`src/rtl/mc_control_if.sv`:
```
// Control bundle between the multicycle controller and its datapath.
// The master modport is the controller; the slave is the datapath side.
interface mc_control_if;
  logic [5:0]  opcode;
  logic [5:0]  funct;
  logic        zero;
  logic        iord;
  logic        ir_write;
  logic        mem_write;
  logic        reg_dst;
  logic        mem_to_reg;
  logic        reg_write;
  logic        alu_src_a;
  logic [1:0]  alu_src_b;
  logic [1:0]  pc_src;
  logic [2:0]  alu_ctrl;
  logic        pc_en;
  logic        illegal;
  logic [31:0] instret;
  logic [3:0]  state;

  modport master (
    input  opcode, funct, zero,
    output iord, ir_write, mem_write, reg_dst, mem_to_reg, reg_write, alu_src_a,
    output alu_src_b, pc_src, alu_ctrl, pc_en, illegal, instret, state
  );

  modport slave (
    output opcode, funct, zero,
    input  iord, ir_write, mem_write, reg_dst, mem_to_reg, reg_write, alu_src_a,
    input  alu_src_b, pc_src, alu_ctrl, pc_en, illegal, instret, state
  );
endinterface

```
`src/rtl/mc_control.sv`:
```
// Multicycle MIPS-style main controller: Moore FSM plus retired-instruction counter.
// Define MC_JUMP_EN to support the j instruction; otherwise opcode 000010 is illegal.
module mc_control (
  input  logic         clk,
  input  logic         reset,
  mc_control_if.master bus
);

  typedef enum logic [3:0] {
    StFetch  = 4'd0,
    StDecode = 4'd1,
    StMemAdr = 4'd2,
    StMemRd  = 4'd3,
    StMemWb  = 4'd4,
    StMemWr  = 4'd5,
    StExec   = 4'd6,
    StAluWb  = 4'd7,
    StBeq    = 4'd8,
    StAddiEx = 4'd9,
    StAddiWb = 4'd10,
    StJump   = 4'd11
  } state_e;

  localparam logic [5:0] OpLw   = 6'b100011;
  localparam logic [5:0] OpSw   = 6'b101011;
  localparam logic [5:0] OpRtyp = 6'b000000;
  localparam logic [5:0] OpBeq  = 6'b000100;
  localparam logic [5:0] OpAddi = 6'b001000;
`ifdef MC_JUMP_EN
  localparam logic [5:0] OpJ    = 6'b000010;
`endif

  localparam logic [2:0] AluAdd = 3'b010;
  localparam logic [2:0] AluSub = 3'b110;
  localparam logic [2:0] AluAnd = 3'b000;
  localparam logic [2:0] AluOr  = 3'b001;
  localparam logic [2:0] AluSlt = 3'b111;

  state_e      state_q;
  logic [31:0] instret_q;

  always_ff @(posedge clk or posedge reset) begin
    if (reset) begin
      state_q   <= StFetch;
      instret_q <= 32'd0;
    end else begin
      case (state_q)
        StFetch:  state_q <= StDecode;
        StDecode: begin
          case (bus.opcode)
            OpLw, OpSw: state_q <= StMemAdr;
            OpRtyp:     state_q <= StExec;
            OpBeq:      state_q <= StBeq;
            OpAddi:     state_q <= StAddiEx;
`ifdef MC_JUMP_EN
            OpJ:        state_q <= StJump;
`endif
            default:    state_q <= StFetch;
          endcase
        end
        StMemAdr: state_q <= (bus.opcode == OpLw) ? StMemRd : StMemWr;
        StMemRd:  state_q <= StMemWb;
        StExec:   state_q <= StAluWb;
        StAddiEx: state_q <= StAddiWb;
`ifdef MC_JUMP_EN
        StJump,
`endif
        StMemWb, StMemWr, StAluWb, StBeq, StAddiWb: begin
          state_q   <= StFetch;
          instret_q <= instret_q + 32'd1;
        end
        default:  state_q <= StFetch;
      endcase
    end
  end

  logic       legal_op;
  logic [2:0] alu_fn;

  always_comb begin
    case (bus.opcode)
      OpLw, OpSw, OpRtyp, OpBeq, OpAddi: legal_op = 1'b1;
`ifdef MC_JUMP_EN
      OpJ:                               legal_op = 1'b1;
`endif
      default:                           legal_op = 1'b0;
    endcase
  end

  always_comb begin
    case (bus.funct)
      6'b100010: alu_fn = AluSub;
      6'b100100: alu_fn = AluAnd;
      6'b100101: alu_fn = AluOr;
      6'b101010: alu_fn = AluSlt;
      default:   alu_fn = AluAdd;
    endcase
  end

  logic       iord, ir_write, mem_write, reg_dst, mem_to_reg, reg_write, alu_src_a;
  logic [1:0] alu_src_b, pc_src;
  logic [2:0] alu_ctrl;
  logic       pc_write, branch, illegal;

  always_comb begin
    iord       = 1'b0;
    ir_write   = 1'b0;
    mem_write  = 1'b0;
    reg_dst    = 1'b0;
    mem_to_reg = 1'b0;
    reg_write  = 1'b0;
    alu_src_a  = 1'b0;
    alu_src_b  = 2'b00;
    pc_src     = 2'b00;
    alu_ctrl   = 3'b000;
    pc_write   = 1'b0;
    branch     = 1'b0;
    illegal    = 1'b0;
    case (state_q)
      StFetch: begin
        ir_write  = 1'b1;
        alu_src_b = 2'b01;
        alu_ctrl  = AluAdd;
        pc_write  = 1'b1;
      end
      StDecode: begin
        alu_src_b = 2'b11;
        alu_ctrl  = AluAdd;
        illegal   = ~legal_op;
      end
      StMemAdr, StAddiEx: begin
        alu_src_a = 1'b1;
        alu_src_b = 2'b10;
        alu_ctrl  = AluAdd;
      end
      StMemRd:  iord = 1'b1;
      StMemWr: begin
        iord      = 1'b1;
        mem_write = 1'b1;
      end
      StMemWb: begin
        mem_to_reg = 1'b1;
        reg_write  = 1'b1;
      end
      StAddiWb: reg_write = 1'b1;
      StAluWb: begin
        reg_dst   = 1'b1;
        reg_write = 1'b1;
      end
      StExec: begin
        alu_src_a = 1'b1;
        alu_ctrl  = alu_fn;
      end
      StBeq: begin
        alu_src_a = 1'b1;
        alu_ctrl  = AluSub;
        pc_src    = 2'b01;
        branch    = 1'b1;
      end
`ifdef MC_JUMP_EN
      StJump: begin
        pc_src   = 2'b10;
        pc_write = 1'b1;
      end
`endif
      default: ;
    endcase
    // Reset holds the FETCH decode but suppresses every side effect.
    if (reset) begin
      ir_write  = 1'b0;
      mem_write = 1'b0;
      reg_write = 1'b0;
      illegal   = 1'b0;
      pc_write  = 1'b0;
      branch    = 1'b0;
    end
  end

  assign bus.iord       = iord;
  assign bus.ir_write   = ir_write;
  assign bus.mem_write  = mem_write;
  assign bus.reg_dst    = reg_dst;
  assign bus.mem_to_reg = mem_to_reg;
  assign bus.reg_write  = reg_write;
  assign bus.alu_src_a  = alu_src_a;
  assign bus.alu_src_b  = alu_src_b;
  assign bus.pc_src     = pc_src;
  assign bus.alu_ctrl   = alu_ctrl;
  assign bus.pc_en      = pc_write | (branch & bus.zero);
  assign bus.illegal    = illegal;
  assign bus.instret    = instret_q;
  assign bus.state      = state_q;

endmodule

```
`src/flat_wrapper.sv`:
```
// flat-port wrapper written by rule: the top's interface ports become plain ports
module mc_control_flat 
  (clk, reset, bus_opcode, bus_funct, bus_zero, bus_iord, bus_ir_write, bus_mem_write, bus_reg_dst, bus_mem_to_reg, bus_reg_write, bus_alu_src_a, bus_alu_src_b, bus_pc_src, bus_alu_ctrl, bus_pc_en, bus_illegal, bus_instret, bus_state);
  mc_control_if bus_i ();
  input  logic clk;
  input  logic reset;
  input wire logic [$bits(bus_i.opcode)-1:0] bus_opcode;
  input wire logic [$bits(bus_i.funct)-1:0] bus_funct;
  input wire logic [$bits(bus_i.zero)-1:0] bus_zero;
  output wire logic [$bits(bus_i.iord)-1:0] bus_iord;
  output wire logic [$bits(bus_i.ir_write)-1:0] bus_ir_write;
  output wire logic [$bits(bus_i.mem_write)-1:0] bus_mem_write;
  output wire logic [$bits(bus_i.reg_dst)-1:0] bus_reg_dst;
  output wire logic [$bits(bus_i.mem_to_reg)-1:0] bus_mem_to_reg;
  output wire logic [$bits(bus_i.reg_write)-1:0] bus_reg_write;
  output wire logic [$bits(bus_i.alu_src_a)-1:0] bus_alu_src_a;
  output wire logic [$bits(bus_i.alu_src_b)-1:0] bus_alu_src_b;
  output wire logic [$bits(bus_i.pc_src)-1:0] bus_pc_src;
  output wire logic [$bits(bus_i.alu_ctrl)-1:0] bus_alu_ctrl;
  output wire logic [$bits(bus_i.pc_en)-1:0] bus_pc_en;
  output wire logic [$bits(bus_i.illegal)-1:0] bus_illegal;
  output wire logic [$bits(bus_i.instret)-1:0] bus_instret;
  output wire logic [$bits(bus_i.state)-1:0] bus_state;
  assign bus_i.opcode = bus_opcode;
  assign bus_i.funct = bus_funct;
  assign bus_i.zero = bus_zero;
  assign bus_iord = bus_i.iord;
  assign bus_ir_write = bus_i.ir_write;
  assign bus_mem_write = bus_i.mem_write;
  assign bus_reg_dst = bus_i.reg_dst;
  assign bus_mem_to_reg = bus_i.mem_to_reg;
  assign bus_reg_write = bus_i.reg_write;
  assign bus_alu_src_a = bus_i.alu_src_a;
  assign bus_alu_src_b = bus_i.alu_src_b;
  assign bus_pc_src = bus_i.pc_src;
  assign bus_alu_ctrl = bus_i.alu_ctrl;
  assign bus_pc_en = bus_i.pc_en;
  assign bus_illegal = bus_i.illegal;
  assign bus_instret = bus_i.instret;
  assign bus_state = bus_i.state;
  mc_control u_core (.clk(clk), .reset(reset), .bus(bus_i));
endmodule
```
`config.mk`:
```
export PLATFORM = sky130hd
export DESIGN_NAME = mc_control_flat
export DESIGN_NICKNAME = d
export VERILOG_FILES = /design/src/rtl/mc_control_if.sv /design/src/rtl/mc_control.sv /design/src/flat_wrapper.sv
export SDC_FILE = /design/constraint.sdc
export NUM_CORES = 1
export LEC_CHECK = 0
export ABC_AREA = 1
export CORE_MARGIN = 2
export CORE_UTILIZATION = 52
export DETAILED_ROUTE_END_ITERATION = 10
export GPL_TIMING_DRIVEN = 0
export PLACE_DENSITY = 0.86
export REMOVE_ABC_BUFFERS = 1
export SLEW_MARGIN = 20
export SYNTH_ARGS = -nofsm -noshare
export SYNTH_HDL_FRONTEND = slang
export SYNTH_SLANG_ARGS = --single-unit
```
`constraint.sdc`:
```
create_clock -name clk -period 3.95 [get_ports clk]
set_input_delay 1.185 -clock clk [delete_from_list [all_inputs] [get_ports clk]]
set_output_delay 1.185 -clock clk [all_outputs]
set_load 0.03 [all_outputs]
```
==> results of run 1 <==
[power groups by stage]
stage / combinational [W] / clock (W) / sequential, W
final: 0.000396 / 0.000245 / 0.000429
after detailed placement: 0.000403 / 0 / 0.000436
after floorplan: 0.000203 / 0 / 0.000478
after global placement: 0.000393 / 0 / 0.000436
after CTS: 0.000398 / 0.000250 / 0.000429
after global routing: 0.000427 / 0.000266 / 0.000435
[sequential cells by signal (all words and copies together) (netlist names)]
name,count
u_core.bus.instret,32
u_core.bus.state,4
[layout make-up]
cell class	count	area [um2]	share of cell area, %
clock buffer	6	72.6	2.28
clock inverter	1	5.00	0.158
inverter	43	164	5.16
multi-input combinational	278	1300	41.0
sequential	36	901	28.4
tap	52	65.1	2.05
timing repair buffer	66	668	21.0
[placed cells by master (no fill, tap or decap), types with 2 or more instances in the layout]
cell | synthesis | final
nand4_1 | 16 | 16
xnor2_1 | 4 | 4
clkdlybuf4s50_1 | 0 | 60
inv_1 | 39 | 38
nand3_1 | 29 | 29
o211ai_1 | 2 | 2
dlygate4sd2_1 | 0 | 4
nor3_1 | 5 | 5
a21oi_1 | 2 | 2
o21ai_1 | 2 | 2
nand2_1 | 130 | 130
nand3b_1 | 14 | 14
nor2_1 | 54 | 54
dfrtp_1 | 36 | 36
xor2_1 | 2 | 2
nand2_2 | 2 | 2
inv_2 | 4 | 4
nor2_4 | 2 | 2
clkbuf_8 | 0 | 5
o21ai_0 | 4 | 4
[metal layers]
metal  vias up  track usage (%)  wire length (um)
met5         -                0                 0
met4         0             6.71                60
met3         6             5.14               341
met2        76             40.7              2810
met1      1145             33.8              2640
li1       1286                -                 -
[kinds of logic after synthesis]
logic type,count (synthesis)
adder cells (fa/ha/maj),1
AND/OR/NAND/NOR,259
XOR/XNOR,6
AO/OA/AOI/OAI,11
other,1
buffers and inverters,50
flip-flops,36
[worst paths after layout]
kind                                        start                endpoint  slack, ns  cells after the start
min in group asynchronous                   reset  u_core.bus.instret[18]       1.25                      2
max in group asynchronous                   reset  u_core.bus.instret[22]       2.33                      3
min reg2reg                u_core.bus.instret[31]  u_core.bus.instret[31]       0.52                      2
max reg2reg                   u_core.bus.state[3]  u_core.bus.instret[22]       2.08                      7
min                        u_core.bus.instret[31]  u_core.bus.instret[31]       0.52                      2
max                                  bus_funct[3]         bus_alu_ctrl[1]        0.1                      6
[repair_timing]
action | CTS | global route
setup endpoints to repair | 5 | 1
gates resized for setup | 6 | 3
pin swaps | 0 | 0
setup buffers | 0 | 0
hold buffers | 0 | 0
[stage by stage]
stage | util, % | worst slack (ns)
after global placement | 69.8 | -1.13
after detailed placement | 70.4 | -0.286
after floorplan | - | 0.0751
final | 72.0 | 0.0978
after global routing | 72.0 | 0.00476
after CTS | 72.1 | 0.106
[cell usage after synthesis]
master    count
dfrtp_1      36
a21oi_1       2
nand2_1     130
and2_0        1
xnor2_1       4
nor2_4        2
conb_1        1
nand3_4       1
nand4_1      16
or2_1         1
o21ai_0       4
a211oi_1      1
o211ai_1      2
inv_2         4
buf_6         3
buf_4         1
nand3_1      29
nor3_1        5
xor2_1        2
nand2_2       2
nor4_1        1
nor2_8        1
and2_1        1
ha_1          1
buf_2         3
or2_2         1
inv_1        39
o21ai_1       2
nand3b_1     14
nor2_1       54
[worst max-delay path, delay by kind of cell]
family | cells | cell delay (ns)
AOI/OAI and AO/OA | 2 | 0.14
buffers and inverters | 2 | 1.21
and+or+nand+nor | 2 | 0.13
==> impl_metrics.json, run 1 <==
{
  "clkSinkCount": 36,
  "yosys_warnings": 0,
  "maxCapViolCount": 0,
  "synth_compound_area_share_pct": 2.59,
  "synth_fa_ha_area_share_pct": 0.517,
  "synth_area_leader_cell": "dfrtp_1",
  "netlist_area_mm2": 0.00242,
  "hold_viol": 0,
  "tns_ns": 0,
  "fmax_mhz": 260,
  "cp.arrival_ns": 2.67,
  "synth-simple-area-share_pct": 48.3,
  "p_leak_nw": 1.42,
  "grt_pass1_wl_mm": 10.4,
  "synth.top_cell.area_share_pct": 37.2,
  "vias": 2513,
  "muxShareOfSynthArea_pct": 0,
  "final_cell_area_mm2": 0.00318,
  "first_iter_violations": 201,
  "power.share.clock_pct": 22.9,
  "grt_overflow_total": 0,
  "min_period_ns": 3.85,
  "placed_cells": 475,
  "synthXorXnorAreaFrac_pct": 2.17,
  "worstMarginPinSlew_ns": 0.590,
  "fin_nets": 446,
  "io_buffer_count": 65,
  "fin_cells": 482,
  "total_power_w": 0.00107,
  "finalCritPeriodShare_pct": 97.5,
  "power.internal_w": 0.000654,
  "grt_usage_pct": 24.9,
  "core_mm2": 0.00441,
  "cts_made_buffers": 5,
  "crit_top_cell": "clkdlybuf4s50_1",
  "synth_cells": 364,
  "drive_above_1_share_pct": 4.65,
  "cts_max_level": 2,
  "skew_ns": 0.00335,
  "place_area_mm2": 0.00311,
  "ys_seq_area_share_pct": 37.2,
  "critPathMaxStageDelay_ns": 0.71,
  "max-slew-margin-rel_pct": 60.7,
  "place_hpwl_mm": 4.48,
  "ys_ff_latch": 36,
  "crit_fanout": 2,
  "clock_tree.buffer_depth": 2,
  "outcome": "finished, final reports clean",
  "grt_max_degree": 59,
  "gp_congestion": 0.876,
  "critical_path.cell_chain": "clkdlybuf4s50_1, nor2_1, nand4_1, a21oi_1, o21ai_0, clkdlybuf4s50_1",
  "wl_per_cell_um": 12.1,
  "synth_top_family_by_area": "simple AND/OR/NAND/NOR gates",
  "cts_tree": "done",
  "grt_pass1_vias": 2337,
  "fill_cells": 359,
  "drc": 0,
  "diodes": 0,
  "p_sw_share_pct": 39.0,
  "clk_pin_slew_ns": 0.07,
  "root_buffer": "clkbuf_8",
  "grt_setup_unrepaired": "false",
  "first_pass_iters": 4,
  "min_path_type": "reg2reg",
  "synth_cell_types": 30,
  "seqPwrFrac_pct": 40.1,
  "drv_slew": 0,
  "power_density_mw_per_mm2": 337,
  "antenna_found_initial": 0,
  "initial_core_util_pct": 54.8,
  "ir_drop_mv": 0.244,
  "p_sw_w": 0.000417,
  "synth.avg_cell_area_um2": 6.65,
  "die_h_um": 72.2,
  "holdWs_ns": 0.520,
  "antenna_left": 0,
  "worstPathRequired_ns": 2.76,
  "start_kind": "input pin",
  "io_pins": 67,
  "end_kind": "output port",
  "rows": 24,
  "vias_per_cell": 5.21,
  "worstSkewPairLatency_ns": 0.29,
  "comb_power_share_pct": 37.0,
  "slowest_stage": "clkdlybuf4s50_1",
  "synth_area_leaders": "dfrtp_1 (37%), nand2_1 (20%), nor2_1 (8.4%), inv_1 (6.0%), nand3_1 (6.0%)",
  "die-width_um": 72.2,
  "setup_viol": 0,
  "path_class": "in2out",
  "drt-total-wl_mm": 5.85,
  "die-area_mm2": 0.00522,
  "syn2layout_area_growth_pct": 31.3
}
(Power assumes the default switching activity.)
==> run 2, diff against run 1 <==
--- a/config.mk
+++ b/config.mk
@@ -8,7 +8,9 @@
 export ABC_AREA = 1
 export CORE_MARGIN = 2
 export CORE_UTILIZATION = 52
+export CTS_CLUSTER_DIAMETER = 30
 export DETAILED_ROUTE_END_ITERATION = 10
+export GPL_ROUTABILITY_DRIVEN = 1
 export GPL_TIMING_DRIVEN = 0
 export PLACE_DENSITY = 0.86
 export REMOVE_ABC_BUFFERS = 1
==> results of run 2 <==
Final layout, timing and power as in run 1 (identical DEF).
==> run 3, diff against run 2 <==
--- a/config.mk
+++ b/config.mk
@@ -7,12 +7,13 @@
 export LEC_CHECK = 0
 export ABC_AREA = 1
 export CORE_MARGIN = 2
-export CORE_UTILIZATION = 52
+export CORE_UTILIZATION = 40
 export CTS_CLUSTER_DIAMETER = 30
 export DETAILED_ROUTE_END_ITERATION = 10
 export GPL_ROUTABILITY_DRIVEN = 1
 export GPL_TIMING_DRIVEN = 0
-export PLACE_DENSITY = 0.86
+export HOLD_SLACK_MARGIN = 0.05
+export PLACE_DENSITY = 0.69
 export REMOVE_ABC_BUFFERS = 1
 export SLEW_MARGIN = 20
 export SYNTH_ARGS = -nofsm -noshare
==> run 3 against run 2 <==
Cell area grew 1.5%. Power rose by 2.3%. Worst hold slack lost 0.021 ns. Utilization down 17 points. Combinational power barely moved. Sequential cell count unchanged. Global-route usage down 5.6 points. Routed wire length up 2.6%. Register-to-register slack is essentially flat. Worst setup slack improved by 0.0085 ns. Sequential power barely moved. Die area up 28%. Critical path type unchanged. Critical endpoint unchanged. Largest cell class unchanged. Highest routed layer unchanged.
==> impl_metrics.json, run 3 (same netlist as run 1, synthesis figures left out) <==
{
  "grt_pass1_wl_mm": 10.2,
  "min_path_cells": 2,
  "end_kind": "output port",
  "hold_buffers": 0,
  "tns_ns": 0,
  "vias": 2497,
  "place_hpwl_mm": 4.60,
  "io_pins": 67,
  "vias_per_cell": 4.93,
  "wl_per_cell_um": 11.9,
  "path_class": "in2out",
  "worstMarginPinSlew_ns": 0.604,
  "die_h_um": 81.8,
  "syn2layout_area_growth_pct": 33.2,
  "largest_reg_flops": 32,
  "crit_fanout": 2,
  "layout_common_cells": "nand2_1 (130), clkdlybuf4s50_1 (60), nor2_1 (54), inv_1 (38), dfrtp_1 (36)",
  "die-area_mm2": 0.00669,
  "cp.arrival_ns": 2.66,
  "skew_ns": 0.00492,
  "antenna_found_initial": 0,
  "reg2reg_depth": 6,
  "die-width_um": 81.8,
  "grt_max_degree": 59,
  "max-slew-margin-rel_pct": 59.7,
  "min_path_type": "reg2reg",
  "dp_slack_ns": -0.293,
  "rows": 28,
  "first_iter_violations": 181,
  "clk_pin_slew_ns": 0.07,
  "drc": 0,
  "io_buffer_count": 65,
  "setup_ws_ns": 0.106,
  "drt-total-wl_mm": 6.00,
  "worstSkewPairLatency_ns": 0.29,
  "fmax_mhz": 260,
  "clock_tree.buffer_depth": 2,
  "grt_usage_pct": 19.3,
  "holdWs_ns": 0.499,
  "hold_viol": 0,
  "maxCapViolCount": 0,
  "fill_cells": 594,
  "p_leak_nw": 1.42,
  "total_power_w": 0.00110,
  "layout_commonest_cell": "nand2_1",
  "initial_core_util_pct": 41.1,
  "gp_congestion": 0.866,
  "power_density_mw_per_mm2": 340,
  "grt_setup_unrepaired": "false",
  "setup_viol": 0,
  "start_kind": "input pin",
  "outcome": "finished, final reports clean",
  "drv_slew": 0,
  "finalCritPeriodShare_pct": 97.3,
  "drive_above_1_share_pct": 4.41,
  "antenna_left": 0,
  "fin_nets": 446,
  "cts_max_level": 2,
  "core_mm2": 0.00589,
  "clkSinkCount": 36,
  "diodes": 0,
  "cts_tree": "done",
  "first_pass_iters": 4,
  "grt_overflow_total": 0,
  "worstPathRequired_ns": 2.76,
  "cts_made_buffers": 5,
  "min_period_ns": 3.84,
  "root_buffer": "clkbuf_8",
  "ir_drop_mv": 0.292,
  "grt_pass1_vias": 2271
}
-- run 3: changes by cell type in the layout (fill, tap and decap cells not counted) --
cell and delta:
clkbuf_2 -1, clkinv_2 -1, clkbuf_8 +1, clkdlybuf4s15_1 +1
clkbuf_1 +1
-- run 3: final timing paths --
check / start / slack [ns] / end
setup / recovery: bus_funct[1] / 0.11 / bus_alu_ctrl[1]
hold reg to reg: u_core.bus.instret[31] / 0.50 / u_core.bus.instret[31]
max in group asynchronous: reset / 2.33 / u_core.bus.instret[4]
hold / removal: u_core.bus.instret[31] / 0.50 / u_core.bus.instret[31]
setup reg to reg: u_core.bus.state[0] / 2.08 / u_core.bus.instret[19]
min in group asynchronous: reset / 1.24 / u_core.bus.state[1]
-- run 3: layer usage --
metal / wire (um) / part of all wire (%) / GRT usage, %
met1: 2920 / 49 / 26.1
met2: 2780 / 46 / 31.5
met3: 244 / 4.1 / 3.96
met4: 53 / 0.88 / 5.00
met5: 0 / 0 / 0
-- run 3: layout make-up --
cell class              instances  area, um2  share of cell area, %
multi-input cells             278       1300                   40.4
flip-flops and latches         36        901                   28.0
repair buffers                 66        673                   20.9
inverters                      43        164                   5.09
well taps                      75       93.8                   2.91
clock buffers                   8       90.1                   2.80
-- run 3: through the flow --
stage	cells	util [%]	area [um2]
after floorplan	357	-	2360
after global placement	497	52.8	3110
after detailed placement	498	53.3	3140
after CTS	506	54.7	3220
after global routing	506	54.8	3220
final	506	54.8	3220
-- run 3: power breakdown --
| part | internal [W] | leakage [nW] | switching (W) |
|---|---|---|---|
| Combinational | 0.000141 | 0.879 | 0.000255 |
| Clock | 0.000142 | 0.0455 | 0.000128 |
| Sequential | 0.000393 | 0.497 | 0.0000366 |
| Total | 0.000676 | 1.42 | 0.000420 |
-- run 3: repair_timing --
item | CTS | global route
pin swaps | 0 | 0
endpoints found under the setup margin | 5 | 1
cloned | 0 | 0
hold endpoints to repair | 0 | 0
setup buffers | 0 | 0
gates resized for setup | 6 | 1
-- run 3: worst max-delay path, cell delays in order --
cell and delay [ns]:
clkdlybuf4s50_1 0.42, nor2_1 0.12, nand4_1 0.11, a21oi_1 0.13, o21ai_0 0.08, clkdlybuf4s50_1 0.61
